**config.mk**
```make
export PLATFORM = sky130hd
export DESIGN_NAME = verify_cmp
export DESIGN_NICKNAME = d
export VERILOG_FILES = /design/src/rtl/verify_cmp_pkg.sv /design/src/rtl/verify_cmp.sv
export SDC_FILE = /design/constraint.sdc
export NUM_CORES = 1
export LEC_CHECK = 0
export BUFFER_PORTS_ARGS = -buffer_cell sky130_fd_sc_hd__buf_2
export CAP_MARGIN = 10
export CORE_AREA = 2 2 185 96
export DETAILED_ROUTE_END_ITERATION = 10
export DIE_AREA = 0 0 187 98
export PLACE_DENSITY = 0.6
export SYNTH_ARGS = -nofsm -noshare
export SYNTH_HDL_FRONTEND = slang
export SYNTH_SLANG_ARGS = --single-unit
```
**constraint.sdc**
```tcl
create_clock -name clk -period 5.88 [get_ports clk]
set_clock_uncertainty 0.05 [all_clocks]
set_input_delay 1.176 -clock clk [delete_from_list [all_inputs] [get_ports clk]]
set_output_delay 1.176 -clock clk [all_outputs]
set_load 0.01 [all_outputs]
```
**src/rtl/verify_cmp_pkg.sv**
```systemverilog
// Shared widths, default region layout and FSM encoding for the constant-time region compare.
package verify_cmp_pkg;

  localparam int unsigned ADDR_W = 9;
  localparam int unsigned DATA_W = 64;
  localparam int unsigned CNT_W  = 9;

  // Default layout: re-encrypted ciphertext at 0, received ciphertext at 168, 136 words each.
  localparam logic [ADDR_W-1:0] DEF_BASE_A    = ADDR_W'(0);
  localparam logic [ADDR_W-1:0] DEF_BASE_B    = ADDR_W'(168);
  localparam logic [CNT_W-1:0]  DEF_NUM_WORDS = CNT_W'(136);

  typedef enum logic [1:0] {
    ST_RUN_A = 2'd0,
    ST_RUN_B = 2'd1,
    ST_LAST  = 2'd2,
    ST_DONE  = 2'd3
  } state_t;

endpackage

```
**src/rtl/verify_cmp.sv**
```systemverilog
// Constant-time equality check of two equal-length 64-bit word regions.
// Reads alternate A,B one address per cycle; the XOR difference is OR-accumulated
// with no data-dependent control, and the verdict is published once at the end.
module verify_cmp
  import verify_cmp_pkg::*;
#(
  parameter logic [ADDR_W-1:0] BASE_A    = DEF_BASE_A,
  parameter logic [ADDR_W-1:0] BASE_B    = DEF_BASE_B,
  parameter logic [CNT_W-1:0]  NUM_WORDS = DEF_NUM_WORDS
) (
  input  logic              clk,
  input  logic              rst,
  output logic [ADDR_W-1:0] read_address,
  input  logic [DATA_W-1:0] read_data,
  output logic              verify_true,
  output logic              done
);

  localparam logic [CNT_W-1:0] LAST_IDX = NUM_WORDS - CNT_W'(1);

  state_t              state_q, state_d;
  logic [CNT_W-1:0]    cnt_q, cnt_d;
  logic [DATA_W-1:0]   reg_a_q, reg_a_d;
  logic [DATA_W-1:0]   diff_q, diff_d;
  logic [DATA_W-1:0]   diff_acc;
  logic [ADDR_W-1:0]   addr_d;
  logic                done_d;
  logic                verify_d;

  // Next-state, address sequencing and accumulate; every path does the same work regardless of data.
  always_comb begin
    state_d  = state_q;
    cnt_d    = cnt_q;
    reg_a_d  = reg_a_q;
    diff_d   = diff_q;
    addr_d   = read_address;
    done_d   = done;
    verify_d = verify_true;
    diff_acc = diff_q | (reg_a_q ^ read_data);

    unique case (state_q)
      ST_RUN_A: begin
        // read_data holds B word cnt-1 here, except on the very first A read.
        if (cnt_q != CNT_W'(0)) diff_d = diff_acc;
        addr_d  = BASE_B + ADDR_W'(cnt_q);
        state_d = ST_RUN_B;
      end
      ST_RUN_B: begin
        reg_a_d = read_data;
        if (cnt_q == LAST_IDX) begin
          state_d = ST_LAST;
        end else begin
          cnt_d   = cnt_q + CNT_W'(1);
          addr_d  = BASE_A + ADDR_W'(cnt_q + CNT_W'(1));
          state_d = ST_RUN_A;
        end
      end
      ST_LAST: begin
        diff_d   = diff_acc;
        done_d   = 1'b1;
        verify_d = ~|diff_acc;
        state_d  = ST_DONE;
      end
      ST_DONE: begin
        state_d = ST_DONE;
      end
      default: begin
        state_d = ST_DONE;
      end
    endcase
  end

  // State, datapath and registered outputs; reset aborts and rearms a full rerun.
  always_ff @(posedge clk or posedge rst) begin
    if (rst) begin
      state_q      <= ST_RUN_A;
      cnt_q        <= '0;
      reg_a_q      <= '0;
      diff_q       <= '0;
      read_address <= BASE_A;
      done         <= 1'b0;
      verify_true  <= 1'b0;
    end else begin
      state_q      <= state_d;
      cnt_q        <= cnt_d;
      reg_a_q      <= reg_a_d;
      diff_q       <= diff_d;
      read_address <= addr_d;
      done         <= done_d;
      verify_true  <= verify_d;
    end
  end

endmodule

```
==> impl_metrics.py <==
metrics = {
    "outcome": {
        "status": "complete, no violations",
    },
    "worst_setup_path": {
        "worstSetupStartpointType": "input pin",
        "reg2reg_from": "state_q[0]$_DFF_PP0_",
        "r2r-end": "read_address[5]$_DFFE_PP0P_",
        "critPathSlowestCell": "buf_4",
        "rr_worst_depth": 6,
        "path_class": "input pin to asynchronous set/reset pin",
        "critical_path_arrival_ns": 2.69,
        "path_buf_inv": 3,
        "crit_family": "buffers and inverters",
        "slowest_delay_ns": 0.72,
        "crit_chain": "buf_2 > inv_6 > buf_4",
        "critPathMaxFanout": 94,
        "ff2ff_setup_slack_ns": 3.71,
        "cp-end-kind": "asynchronous set/reset pin",
        "timing.critical_path.required_ns": 6.30,
    },
    "layout": {
        "fill_cells": 1609,
        "drive_gt1_share_pct": 17.6,
        "antenna_cells": 0,
        "area_growth_pct": 16.9,
        "num-nets-final": 776,
    },
    "logic_synthesis": {
        "ys_seq_elements": 150,
        "synth_xor_xnor_area_share_pct": 10.5,
        "synth.most_common_cell": "nand2_1",
        "synth_edf_count": 0,
        "async_flop_share_pct": 100,
        "synthAdderAreaFrac_pct": 0.568,
        "yosysTopAreaCellShare_pct": 56.8,
        "yosys.area_share.simple_pct": 19.1,
        "muxShareOfSynthArea_pct": 0,
        "synthFlopType": "dfrtp_1",
        "ys_top_cells_by_area": "dfrtp_1 (57%), nand2_1 (12%), xor2_1 (9.1%), a21o_1 (7.4%), nor4_1 (2.4%)",
        "synth_compound_area_share_pct": 10.1,
        "synth.largest_area_cell": "dfrtp_1",
        "post_synth_instance_area_sq_um": 6610,
        "syn-num-nets": 707,
        "synth_cells": 638,
        "post_synth_most_frequent_cells": "nand2_1 (207), dfrtp_1 (150), xor2_1 (69)",
        "syn-mean-instance-area_sq_um": 10.4,
        "yosysSeqAreaShare_pct": 56.8,
        "synth_top_family_by_area": "simple AND/OR/NAND/NOR gates",
        "ys_warn_count": 0,
        "ys_types": 44,
    },
    "detailed_routing": {
        "drt_first_iter_violations": 388,
        "vias": 4712,
        "first_pass_iters": 5,
        "via_per_inst": 4.94,
        "routed_wl_um": 16100,
        "post-route-drc-count": 0,
        "post_drt_wl_per_cell_um": 16.9,
        "postRouteAntennaNets": 0,
    },
    "timing": {
        "drv_slew": 0,
        "tightest_slew_ns": 0.844,
        "setup_viol": 0,
        "fin_setup_tns_ns": 0,
        "finalHoldViolCount": 0,
        "fmax_mhz": 439,
        "hold_slack_ns": 0.398,
        "grt_setup_unrepaired": "false",
        "slew_headroom_pct": 43.7,
        "fin_crit_sh_pct": 38.7,
        "period_needed_ns": 2.28,
    },
    "clock_tree": {
        "cts_sinks": 150,
        "numCtsBuffers": 17,
        "cts_resized": 0,
        "clock_path_buffers": 2,
        "path_clk_slew_ns": 0.06,
        "root_buffer": "clkbuf_16",
        "clk_latency_ns": 0.42,
        "cts_setup_buffers": 0,
        "htree_levels": 4,
        "cts_tree": "done",
        "hold_buffers": 0,
    },
    "floorplanning": {
        "die_x_um": 187,
        "dieArea_sq_um": 18300,
        "start_util_pct": 39.1,
        "coreArea_sq_um": 16900,
        "die_h_um": 98,
        "rows": 34,
        "io-pin-count": 77,
    },
    "global_route": {
        "grt-ovfl-total": 0,
        "antenna_found_initial": 0,
        "grt_pass1_wl_um": 26000,
        "grt_pass1_vias": 4712,
        "grt_start_max_net_pins": 95,
        "grt_use_total_pct": 18.6,
    },
    "min_path": {
        "min_path_type": "flop to flop",
        "worst_hold_path.num_cells": 1,
        "hp-start": "diff_q[58]$_DFFE_PP0P_",
        "whs_endpoint": "diff_q[58]$_DFFE_PP0P_",
    },
    "placed_design": {
        "place_congestion": 0.836,
        "hpwlAfterDp_um": 11400,
        "port_buffers": 76,
    },
    "power": {
        "p_leak_uw": 0.00350,
        "power_density_nw_per_um2": 293,
        "peakVddDrop_mv": 0.195,
    },
    "run": {
        "cap_violations": 0,
    },
}
==> per-stage QoR <==
| step | area, sq um | worst slack [ns] | cells | power [uW] | utilization [%] |
|---|---|---|---|---|---|
| after CTS | 7720 | 3.55 | 954 | 2290 | 45.7 |
| after floorplan | 6610 | 0.618 | 638 | 1160 | - |
| after detailed placement | 7150 | 3.10 | 922 | 1220 | 42.3 |
| after global placement | 7150 | 3.15 | 922 | 1220 | 42.3 |
| after global routing | 7720 | 3.35 | 954 | 2370 | 45.7 |
| final | 7720 | 3.60 | 954 | 2260 | 45.7 |
==> where the power goes <==
| group | switching [uW] | internal (uW) |
|---|---|---|
| clock network | 465 | 593 |
| logic | 90.9 | 43.5 |
| registers | 15.5 | 1050 |
| total | 572 | 1690 |
==> worst reg2reg max path, delay by kind of cell, from the launching register on <==
family / cells / cell delay [ns]
DFF: 1 / 0.57
and+or+nand+nor: 2 / 0.39
buffers and inverters: 1 / 0.67
xor gates and xnor gates: 1 / 0.17
AOI/OAI and AO/OA: 2 / 0.20
==> kinds of logic after synthesis <==
logic type | count (synthesis)
adder cells (fa/ha/maj) | 3
flip-flops | 150
XOR/XNOR | 79
buffers and inverters | 36
AO/OA/AOI/OAI | 89
AND/OR/NAND/NOR | 281
==> worst max path at each step <==
stage | start | to | cells past startpoint
floorplan | rst | cnt_q[0]$_DFFE_PP0P_ | 1
global placement | rst | reg_a_q[9]$_DFFE_PP0P_ | 3
detailed placement | rst | reg_a_q[4]$_DFFE_PP0P_ | 3
CTS | rst | reg_a_q[9]$_DFFE_PP0P_ | 3
global route | rst | reg_a_q[3]$_DFFE_PP0P_ | 3
finish | rst | reg_a_q[3]$_DFFE_PP0P_ | 3
==> cells in the final DEF, fill, tap and decap left out, types with 2 or more instances in the layout <==
master,count
inv_6,6
nand3_1,4
a21o_1,65
clkbuf_16,17
o21ai_2,4
nor4b_2,2
nand4_1,8
clkinvlp_4,4
nand2_1,207
or4_1,6
buf_4,3
xor2_1,69
buf_2,76
clkinv_2,2
inv_8,2
xnor2_1,10
nor2_1,11
nor4_1,25
nand2b_1,2
ha_1,3
and3_1,4
o21ai_0,6
nor3_1,3
and2_1,2
inv_1,4
dfrtp_1,150
a21oi_1,4
==> sequential cells by signal, indices dropped and copies added (netlist names) <==
register and cells:
cnt_q 9, diff_q 64, done 1, read_address 9, reg_a_q 64, state_q 2, verify_true 1
==> routing by layer <==
| metal | track usage [%] | wire length (um) |
|---|---|---|
| met3 | 6.11 | 1100 |
| met1 | 29.1 | 8390 |
| met2 | 24.6 | 6510 |
| met5 | 0 | 0 |
| met4 | 3.91 | 77 |
==> cell type report <==
type | count | area, sq um | area share [%]
sequential | 150 | 3750 | 48.6
timing repair buffer | 79 | 403 | 5.22
tap | 234 | 293 | 3.79
clock buffer | 17 | 425 | 5.51
multi-input combinational | 452 | 2670 | 34.5
clock inverter | 15 | 145 | 1.88
inverter | 7 | 33.8 | 0.438
Power figures use the tool's default switching activity.
